## config.mk

```make
export PLATFORM = sky130hd
export DESIGN_NAME = rest_dispenser_flat
export DESIGN_NICKNAME = d
export VERILOG_FILES = /design/src/rtl/tonomat_pkg.sv /design/src/rtl/rest_dispenser_if.sv /design/src/rtl/hopper_counter.sv /design/src/rtl/rest_dispenser.sv /design/src/flat_wrapper.sv
export SDC_FILE = /design/constraint.sdc
export NUM_CORES = 1
export LEC_CHECK = 0
export CAP_MARGIN = 10
export CORE_UTILIZATION = 40
export DETAILED_ROUTE_END_ITERATION = 8
export GPL_TIMING_DRIVEN = 1
export PLACE_DENSITY = 0.76
export SYNTH_ARGS = -nofsm -noshare
export SYNTH_HDL_FRONTEND = slang
export SYNTH_SLANG_ARGS = --single-unit
```

## constraint.sdc

```tcl
create_clock -name clk -period 4.99 [get_ports clk]
set_clock_uncertainty 0.15 [all_clocks]
set_input_delay 1.497 -clock clk [delete_from_list [all_inputs] [get_ports clk]]
set_output_delay 1.497 -clock clk [all_outputs]
set_load 0.02 [all_outputs]
```

## src/rtl/tonomat_pkg.sv

```systemverilog
// Shared types and constants for the change dispenser.
//   state_e : payout FSM states
//   coin_e  : which hopper the current pulse belongs to
//   VAL_R5 / VAL_R1 : coin face values in lei
package tonomat_pkg;

  typedef enum logic [2:0] {
    IDLE   = 3'd0,
    SELECT = 3'd1,
    PULSE  = 3'd2,
    GAP    = 3'd3,
    DONE   = 3'd4
  } state_e;

  typedef enum logic [1:0] {
    COIN_NONE = 2'd0,
    COIN_R5   = 2'd1,
    COIN_R1   = 2'd2
  } coin_e;

  localparam int VAL_R5 = 5;
  localparam int VAL_R1 = 1;

endpackage

```

## src/rtl/rest_dispenser_if.sv

```systemverilog
// Change-request / hopper interface between the automat core and the
// dispenser.
//   master : automat side (drives req_valid, req_amount, refill)
//   slave  : dispenser side (drives req_ready, R5, R1, busy, done,
//            shortfall, inv5, inv1)
interface rest_dispenser_if #(
  parameter int AMT_W = 5,
  parameter int INV_W = 8
);
  logic             req_valid;
  logic [AMT_W-1:0] req_amount;
  logic             req_ready;
  logic             R5;
  logic             R1;
  logic             busy;
  logic             done;
  logic [AMT_W-1:0] shortfall;
  logic             refill;
  logic [INV_W-1:0] inv5;
  logic [INV_W-1:0] inv1;

  modport master (
    output req_valid, req_amount, refill,
    input  req_ready, R5, R1, busy, done, shortfall, inv5, inv1
  );

  modport slave (
    input  req_valid, req_amount, refill,
    output req_ready, R5, R1, busy, done, shortfall, inv5, inv1
  );
endinterface

```

## src/rtl/hopper_counter.sv

```systemverilog
// Coin inventory for one hopper.
//   clk, reset : clock, async active-high reset (reset loads INIT)
//   load_i     : reload to INIT (hopper refilled)
//   dec_i      : one coin ejected
//   count_o    : coins remaining
//   empty_o    : count_o == 0
module hopper_counter #(
  parameter int W    = 8,
  parameter int INIT = 20
) (
  input  logic         clk,
  input  logic         reset,
  input  logic         load_i,
  input  logic         dec_i,
  output logic [W-1:0] count_o,
  output logic         empty_o
);

  logic [W-1:0] cnt_q, cnt_d;

  // Guarding the decrement here keeps the count from wrapping even if the
  // caller asks for a coin from an empty hopper.
  always_comb begin
    cnt_d = cnt_q;
    if (load_i)
      cnt_d = W'(INIT);
    else if (dec_i && (cnt_q != '0))
      cnt_d = cnt_q - W'(1);
  end

  always_ff @(posedge clk or posedge reset) begin
    if (reset) cnt_q <= W'(INIT);
    else       cnt_q <= cnt_d;
  end

  assign count_o = cnt_q;
  assign empty_o = (cnt_q == '0);

endmodule

```

## src/rtl/rest_dispenser.sv

```systemverilog
// Change payout: accepts an amount over valid/ready and ejects coins one
// pulse at a time, 5-lei coins first, then 1-lei coins, while hoppers last.
//   clk, reset : clock, async active-high reset
//   bus        : slave side of rest_dispenser_if (request handshake, R5/R1
//                pulses, busy/done, shortfall, refill, inventories)
//
// state  | meaning
// IDLE   | waiting for a request; refill accepted here
// SELECT | pick next coin from rem and inventory, or finish
// PULSE  | chosen hopper output high for PULSE_CYC cycles
// GAP    | both outputs low for GAP_CYC cycles
// DONE   | one-cycle done pulse, unpaid remainder latched to shortfall
module rest_dispenser
  import tonomat_pkg::*;
#(
  parameter int AMT_W     = 5,
  parameter int INV_W     = 8,
  parameter int PULSE_CYC = 2,
  parameter int GAP_CYC   = 1,
  parameter int INV5_INIT = 20,
  parameter int INV1_INIT = 20
) (
  input logic              clk,
  input logic              reset,
  rest_dispenser_if.slave  bus
);

  localparam int MAX_CYC = (PULSE_CYC > GAP_CYC) ? PULSE_CYC : GAP_CYC;
  localparam int CNT_W   = $clog2(MAX_CYC + 1);

  // Timer is a down-counter: loaded with length-1, phase ends at zero.
  localparam logic [CNT_W-1:0] PULSE_LD = CNT_W'(PULSE_CYC - 1);
  localparam logic [CNT_W-1:0] GAP_LD   = CNT_W'(GAP_CYC - 1);
  localparam logic [AMT_W-1:0] AMT_R5   = AMT_W'(VAL_R5);
  localparam logic [AMT_W-1:0] AMT_R1   = AMT_W'(VAL_R1);

  state_e           state_q, state_d;
  coin_e            coin_q, coin_d;
  logic [AMT_W-1:0] rem_q, rem_d;
  logic [AMT_W-1:0] shortfall_q, shortfall_d;
  logic [CNT_W-1:0] cnt_q, cnt_d;
  logic             dec5, dec1;
  logic             empty5, empty1;
  logic             load_inv;
  logic [INV_W-1:0] inv5_cnt, inv1_cnt;

  // Refill only while idle; it lands on the same edge as an accepted
  // request, so the first SELECT already sees full hoppers.
  assign load_inv = bus.refill && (state_q == IDLE);

  hopper_counter #(.W(INV_W), .INIT(INV5_INIT)) u_hopper5 (
    .clk     (clk),
    .reset   (reset),
    .load_i  (load_inv),
    .dec_i   (dec5),
    .count_o (inv5_cnt),
    .empty_o (empty5)
  );

  hopper_counter #(.W(INV_W), .INIT(INV1_INIT)) u_hopper1 (
    .clk     (clk),
    .reset   (reset),
    .load_i  (load_inv),
    .dec_i   (dec1),
    .count_o (inv1_cnt),
    .empty_o (empty1)
  );

  always_ff @(posedge clk or posedge reset) begin
    if (reset) begin
      state_q     <= IDLE;
      coin_q      <= COIN_NONE;
      rem_q       <= '0;
      shortfall_q <= '0;
      cnt_q       <= '0;
    end else begin
      state_q     <= state_d;
      coin_q      <= coin_d;
      rem_q       <= rem_d;
      shortfall_q <= shortfall_d;
      cnt_q       <= cnt_d;
    end
  end

  always_comb begin
    state_d     = state_q;
    coin_d      = coin_q;
    rem_d       = rem_q;
    shortfall_d = shortfall_q;
    cnt_d       = cnt_q;
    dec5        = 1'b0;
    dec1        = 1'b0;

    case (state_q)
      IDLE: begin
        if (bus.req_valid) begin
          rem_d   = bus.req_amount;
          state_d = SELECT;
        end
      end

      // An empty R5 hopper falls through to the R1 branch, so a large
      // remainder is paid entirely in 1-lei coins.
      SELECT: begin
        if ((rem_q >= AMT_R5) && !empty5) begin
          coin_d  = COIN_R5;
          rem_d   = rem_q - AMT_R5;
          dec5    = 1'b1;
          cnt_d   = PULSE_LD;
          state_d = PULSE;
        end else if ((rem_q >= AMT_R1) && !empty1) begin
          coin_d  = COIN_R1;
          rem_d   = rem_q - AMT_R1;
          dec1    = 1'b1;
          cnt_d   = PULSE_LD;
          state_d = PULSE;
        end else begin
          coin_d  = COIN_NONE;
          state_d = DONE;
        end
      end

      PULSE: begin
        if (cnt_q == '0) begin
          cnt_d   = GAP_LD;
          state_d = GAP;
        end else begin
          cnt_d = cnt_q - CNT_W'(1);
        end
      end

      GAP: begin
        if (cnt_q == '0) state_d = SELECT;
        else             cnt_d   = cnt_q - CNT_W'(1);
      end

      DONE: begin
        shortfall_d = rem_q;
        coin_d      = COIN_NONE;
        state_d     = IDLE;
      end

      default: state_d = IDLE;
    endcase
  end

  // Hopper pulses come only from registers, so reset clears them at once.
  assign bus.R5        = (state_q == PULSE) && (coin_q == COIN_R5);
  assign bus.R1        = (state_q == PULSE) && (coin_q == COIN_R1);
  assign bus.req_ready = (state_q == IDLE);
  assign bus.busy      = (state_q != IDLE);
  assign bus.done      = (state_q == DONE);
  assign bus.shortfall = shortfall_q;
  assign bus.inv5      = inv5_cnt;
  assign bus.inv1      = inv1_cnt;

endmodule

```

## src/flat_wrapper.sv

```systemverilog
// flat-port wrapper written by rule: the top's interface ports become plain ports
module rest_dispenser_flat import tonomat_pkg::*;
#(
  parameter int AMT_W     = 5,
  parameter int INV_W     = 8,
  parameter int PULSE_CYC = 2,
  parameter int GAP_CYC   = 1,
  parameter int INV5_INIT = 20,
  parameter int INV1_INIT = 20
)
  (clk, reset, bus_req_valid, bus_req_amount, bus_refill, bus_req_ready, bus_R5, bus_R1, bus_busy, bus_done, bus_shortfall, bus_inv5, bus_inv1);
  rest_dispenser_if #(.AMT_W(AMT_W), .INV_W(INV_W)) bus_i ();
  input logic clk;
  input logic reset;
  input wire logic [$bits(bus_i.req_valid)-1:0] bus_req_valid;
  input wire logic [$bits(bus_i.req_amount)-1:0] bus_req_amount;
  input wire logic [$bits(bus_i.refill)-1:0] bus_refill;
  output wire logic [$bits(bus_i.req_ready)-1:0] bus_req_ready;
  output wire logic [$bits(bus_i.R5)-1:0] bus_R5;
  output wire logic [$bits(bus_i.R1)-1:0] bus_R1;
  output wire logic [$bits(bus_i.busy)-1:0] bus_busy;
  output wire logic [$bits(bus_i.done)-1:0] bus_done;
  output wire logic [$bits(bus_i.shortfall)-1:0] bus_shortfall;
  output wire logic [$bits(bus_i.inv5)-1:0] bus_inv5;
  output wire logic [$bits(bus_i.inv1)-1:0] bus_inv1;
  assign bus_i.req_valid = bus_req_valid;
  assign bus_i.req_amount = bus_req_amount;
  assign bus_i.refill = bus_refill;
  assign bus_req_ready = bus_i.req_ready;
  assign bus_R5 = bus_i.R5;
  assign bus_R1 = bus_i.R1;
  assign bus_busy = bus_i.busy;
  assign bus_done = bus_i.done;
  assign bus_shortfall = bus_i.shortfall;
  assign bus_inv5 = bus_i.inv5;
  assign bus_inv1 = bus_i.inv1;
  rest_dispenser #(.AMT_W(AMT_W), .INV_W(INV_W), .PULSE_CYC(PULSE_CYC), .GAP_CYC(GAP_CYC), .INV5_INIT(INV5_INIT), .INV1_INIT(INV1_INIT)) u_core (.clk(clk), .reset(reset), .bus(bus_i));
endmodule
```

* Yosys cells after proc, flatten, opt, wreduce, memory -nomap -nowiden
Cells that the tools add are included.
** Word-level totals
- Flip-flop bits (word level) :: 33
** Cells by class
- $add $sub $neg :: 5
- $lt $le $gt $ge :: 2
- Equal/unequal tests :: 11
- Multiplexer cells :: 27
- Reductions and logical operators :: 24
** Operators by type and width (number)
- 8-bit 2-to-1 mux :: 4
- 8-bit logical NOT :: 2
- 8-bit nonzero test :: 2
- 8-bit by 1-bit subtractor with 8-bit output, second input constant :: 2
- 3-bit 2-to-1 mux :: 5
- 5-bit 2-to-1 mux :: 3
- 2-bit 2-to-1 mux :: 6
- 3-bit one-hot mux with 4 select lines :: 1
- 5-bit one-hot mux with 2 select lines :: 1
- 3-bit AND reduction :: 3
- 2-bit nonzero test :: 4
- 1-bit logical AND :: 7
- 3-bit by 2-bit equality test with 1-bit output, second input constant :: 2
- 2-bit one-hot mux with 3 select lines :: 1
- 3-bit nonzero test :: 2
- 5-bit by 1-bit greater-or-equal comparator with 1-bit output, second input constant :: 1
- 5-bit by 3-bit greater-or-equal comparator with 1-bit output, second input constant :: 1
- 1-bit 2-to-1 mux :: 5
- 5-bit by 1-bit subtractor with 5-bit output, second input constant :: 1
- 5-bit by 3-bit subtractor with 5-bit output, second input constant :: 1
- 2-bit by 1-bit inequality test with 1-bit output, second input constant :: 2
- 2-bit inequality test, second input constant :: 2
- 2-bit one-hot mux with 2 select lines :: 1
- 3-bit by 1-bit equality test with 1-bit output, second input constant :: 1
- other kinds (8) :: 9

* Depth between registers and ports, before layout
- Depth in word-level cells :: 9
- Gate-level depth with buffers :: 8
- Gate-level depth less buffers :: 8

* Modules after synthesis
Synthesis repeated with hierarchy kept, for this count alone.
** Second synthesis, totals
- Cell total of the unflattened synthesis :: 214
- Area total of the unflattened synthesis :: 2069.5 um2
** By module, submodules not included
- rest_dispenser :: sequential area each 425.4 um2, times used 1, area each 1123.6 um2, cells an instance 118
- hopper_counter :: sequential area each 202.7 um2, times used 2, area each 473.0 um2, cells an instance 48

* Worst setup path after synthesis
OpenSTA, ideal clock, no wires.
- Kind :: register -> output
- Start :: register u_core.state_q[2]
- End :: output bus_R5
- Cell stages (with the launch flop) :: 4
- Data required time :: 3343 ps
- Buffers on the path :: 1
- Arrival :: 1465 ps
- Slack :: 1878 ps
- Cells stage by stage :: dfrtp_1 > clkbuf_1 > nand2b_1 > nor4b_1
** Between the ends
- Longest elaborated chain between the ends :: 2
** Ends and longest elaborated chain
- start, declared :: RTL line rest_dispenser.sv:37 : state_e state_q, state_d;
- start signal, assigned :: RTL line rest_dispenser.sv:77 : state_q <= state_d;
- 3-bit by 2-bit equality test with 1-bit output :: RTL line rest_dispenser.sv:148 : assign bus.R5 = (state_q == PULSE) && (coin_q == COIN_R5);
- 1-bit logical AND :: RTL line rest_dispenser.sv:148
- end, declared :: RTL line flat_wrapper.sv:19 : output wire logic [$bits(bus_i.R5)-1:0] bus_R5;
Every way passes these cells.

* Worst setup path in the final report
- Start :: register u_core.state_q[0]
- End :: output bus_done
** Between the ends
- Longest elaborated chain between the ends :: 1
** Ends and longest elaborated chain
- 3-bit equality test :: RTL line rest_dispenser.sv:152 : assign bus.done = (state_q == DONE);
- end, declared :: RTL line flat_wrapper.sv:22 : output wire logic [$bits(bus_i.done)-1:0] bus_done;
Every way passes these cells.

==> flow_metrics.env <==
export IMPL_status="complete, no violations"
export IMPL_fmax_mhz=269.3
export IMPL_synth_edff_count=0
export IMPL_avgSynthCellArea_sq_um=9.616
export IMPL_intPower_mw=0.7462
export IMPL_switchingPower_mw=0.5879
export IMPL_slew_limit_headroom=0.5363
export IMPL_setup_violations=0
export IMPL_htreeDepth=2
export IMPL_hold_class="register to register"
export IMPL_core_area_sq_um=4414
export IMPL_yosys_top_cells_area="dfrtp_1 (39%), ha_1 (6.0%), dfstp_2 (5.6%), a21oi_1 (3.8%), nor2_1 (3.6%)"
export IMPL_swShare=0.4407
export IMPL_numCtsBuffers=5
export IMPL_worst_slew_pin_transition_ps=690.3
export IMPL_worstPathMaxFanout=11
export IMPL_yosysTopAreaCellShare=0.3890
export IMPL_place_hpwl_mm=2.779
export IMPL_required_ps=3340
export IMPL_initial_core_util=0.4226
export IMPL_die_area_sq_um=4941
export IMPL_dieHeight_um=70.29
export IMPL_cts_reportedPaths_clkPinSlew_ps=70
export IMPL_power_frac_comb=0.496
export IMPL_port_buffers=34
export IMPL_via_per_inst=5.502
export IMPL_rsz0062_at_grt="false"
export IMPL_grt_pass1_wl_mm=6.665
export IMPL_fin_util=0.5286
export IMPL_async_flop_share=1.000
export IMPL_syn_nets=212
export IMPL_synth_seq_cells=33
export IMPL_holdBufCountCts=0
export IMPL_fin_nets=248
export IMPL_crit_type="register to primary output"
export IMPL_clock_power_share=0.147
export IMPL_root_buffer="clkbuf_8"
export IMPL_synth_ff_type="dfrtp_1"
export IMPL_postCtsSetupRepairBufs=0
export IMPL_vias=1557
export IMPL_syn2layout_area_growth_pct=25.08
export IMPL_synthCells=194
export IMPL_die_w_um=70.29
export IMPL_powerDensity_nw_per_um2=571.7
export IMPL_finalPower_mw=1.334
export IMPL_routedWlPerCell_um=13.71
export IMPL_drcViolationCount=0
export IMPL_synth_seq_area_share=0.4453
export IMPL_synth_most_common_cell="dfrtp_1"
export IMPL_drive_above_1_share=0.1126
export IMPL_end_kind="primary output"
export IMPL_peakVddDrop_mv=0.2370
export IMPL_syn_cell_area_sq_um=1866
export IMPL_drt_iter0_drc=90
export IMPL_synthTopCellsByCount="dfrtp_1 (29), nor2_1 (18), nand2_1 (16)"
export IMPL_cts_tree="done"
export IMPL_synth_cell_types=44
export IMPL_whs_ps=362.4
export IMPL_cts_sinks=33
export IMPL_boundaryPins=35
export IMPL_cts_resized=0
export IMPL_fin_crit_sh=0.7442
export IMPL_grt_max_degree=34
export IMPL_hold_viol_final=0
export IMPL_dr_pass1_iters=4
export IMPL_leakagePower_nw=0.9954
export IMPL_antenna_found_initial=0
export IMPL_grt_use_total=0.1678
export IMPL_cap_violations=0
export IMPL_crit_chain="inv_1 -> and3_1 -> clkdlybuf4s50_1"
export IMPL_diodes=0
export IMPL_grt_pass1_vias=1498
export IMPL_antenna_left=0
export IMPL_drv_slew=0
export IMPL_arrival_ps=2070
export IMPL_yosys_warnings=0
export IMPL_clk_latency_ps=290
export IMPL_clock_path_buffers=2
export IMPL_yosysTopAreaCell="dfrtp_1"
export IMPL_gp_congestion=0.8289
export IMPL_rows=24
export IMPL_cpPeakStageDelay_ps=670
export IMPL_start_kind="register"
export IMPL_min_period_ps=3713
export IMPL_grt_remaining_overflow=0
export IMPL_finalSetupTns_ps=0
export IMPL_seq_power_share=0.357
export IMPL_slowest_stage="clkdlybuf4s50_1"
export IMPL_postRouteWirelength_mm=3.880
==> worst paths after layout <==
| path | from | endpoint | slack (ps) | depth (start not counted) |
|---|---|---|---|---|
| worst max-delay path | u_core.state_q[0] | bus_done | 1280 | 3 |
| worst min-delay path | u_core.bus.shortfall[1] | u_core.bus.shortfall[1] | 360 | 1 |
| worst max register to register | u_core.u_hopper5.count_o[3] | u_core.rem_q[3] | 2380 | 6 |
| worst min register to register | u_core.bus.shortfall[1] | u_core.bus.shortfall[1] | 360 | 1 |
| max in group asynchronous | reset | u_core.u_hopper5.count_o[2] | 2920 | 3 |
| min in group asynchronous | reset | u_core.u_hopper5.count_o[5] | 1440 | 3 |
==> layout by cell type (no fill, tap or decap), types with 2 or more instances in the layout <==
master           instances
inv_1                   15
a21oi_1                 14
buf_4                    2
nor2_1                  18
xnor2_1                  4
or3_1                    4
nand3_1                  7
nor3_1                   8
nand4_1                  4
dfstp_2                  4
o22a_1                   3
o22ai_1                  2
or4_1                    3
dfrtp_1                 29
mux2_2                   5
o21ai_0                  9
nand2_1                 16
clkdlybuf4s50_1         34
ha_1                     9
nor4b_1                  4
o21a_1                   2
clkinv_2                 2
o211ai_1                 2
xor2_1                   5
clkbuf_8                 5
==> routing by layer <==
metal / vias to the layer above / track usage / part of all wire
li1: 761 / - / -
met1: 756 / 0.2086 / 0.45
met2: 35 / 0.2804 / 0.49
met3: 5 / 0.04329 / 0.041
met4: 0 / 0.05778 / 0.012
met5: - / 0 / 0
==> sequential cells by signal, indices dropped and copies added, names as in the netlist <==
signal,cells
u_core.rem_q,5
u_core.bus.shortfall,5
u_core.cnt_q,2
u_core.state_q,3
u_core.u_hopper1.count_o,8
u_core.u_hopper5.count_o,8
u_core.coin_q,2
==> worst max-delay path, delay by kind of cell (launching register included) <==
kind | cells | cell delay [ps]
DFF | 1 | 490
and+or+nand+nor | 1 | 380
buffers and inverters | 2 | 910
==> through the flow <==
| stage | cells | setup WS [ps] | area (sq um) |
|---|---|---|---|
| 2_1_floorplan | 194 | 1878 | 1866 |
| 3_3_place_gp | 275 | 1598 | 2251 |
| 3_5_place_dp | 275 | 1588 | 2251 |
| 4_1_cts | 283 | 1264 | 2333 |
| 5_1_grt | 283 | 1192 | 2333 |
| 6_report | 283 | 1277 | 2333 |
==> area by class of cell <==
cell class                 count  area (sq um)
sequential                    33         830.8
tap                           52         65.06
timing repair buffer          36         355.3
multi-input combinational    139         943.4
fill                         395          2081
inverter                      15         56.30
clock buffer                   6         72.57
clock inverter                 2         10.01
==> power by group through the flow <==
stage	registers [mW]	logic [mW]	clock network [mW]
finish	0.476	0.662	0.196
global route	0.492	0.728	0.214
CTS	0.474	0.664	0.200
detailed placement	0.479	0.658	0
global placement	0.476	0.639	0
floorplan	0.498	0.421	0
==> cell families (layout without fill, tap and decap cells) <==
kind of cell / Yosys count / in the layout / share of synthesized area
fa+ha+maj: 9 / 9 / 0.06036
mux: 6 / 6 / 0.03554
compound gates: 41 / 41 / 0.1442
flops: 33 / 33 / 0.4453
simple gates: 74 / 74 / 0.2233
xor+xnor: 9 / 9 / 0.04225
buf+inv: 22 / 59 / 0.04896
Note: power is estimated with default switching activity, not from simulation.
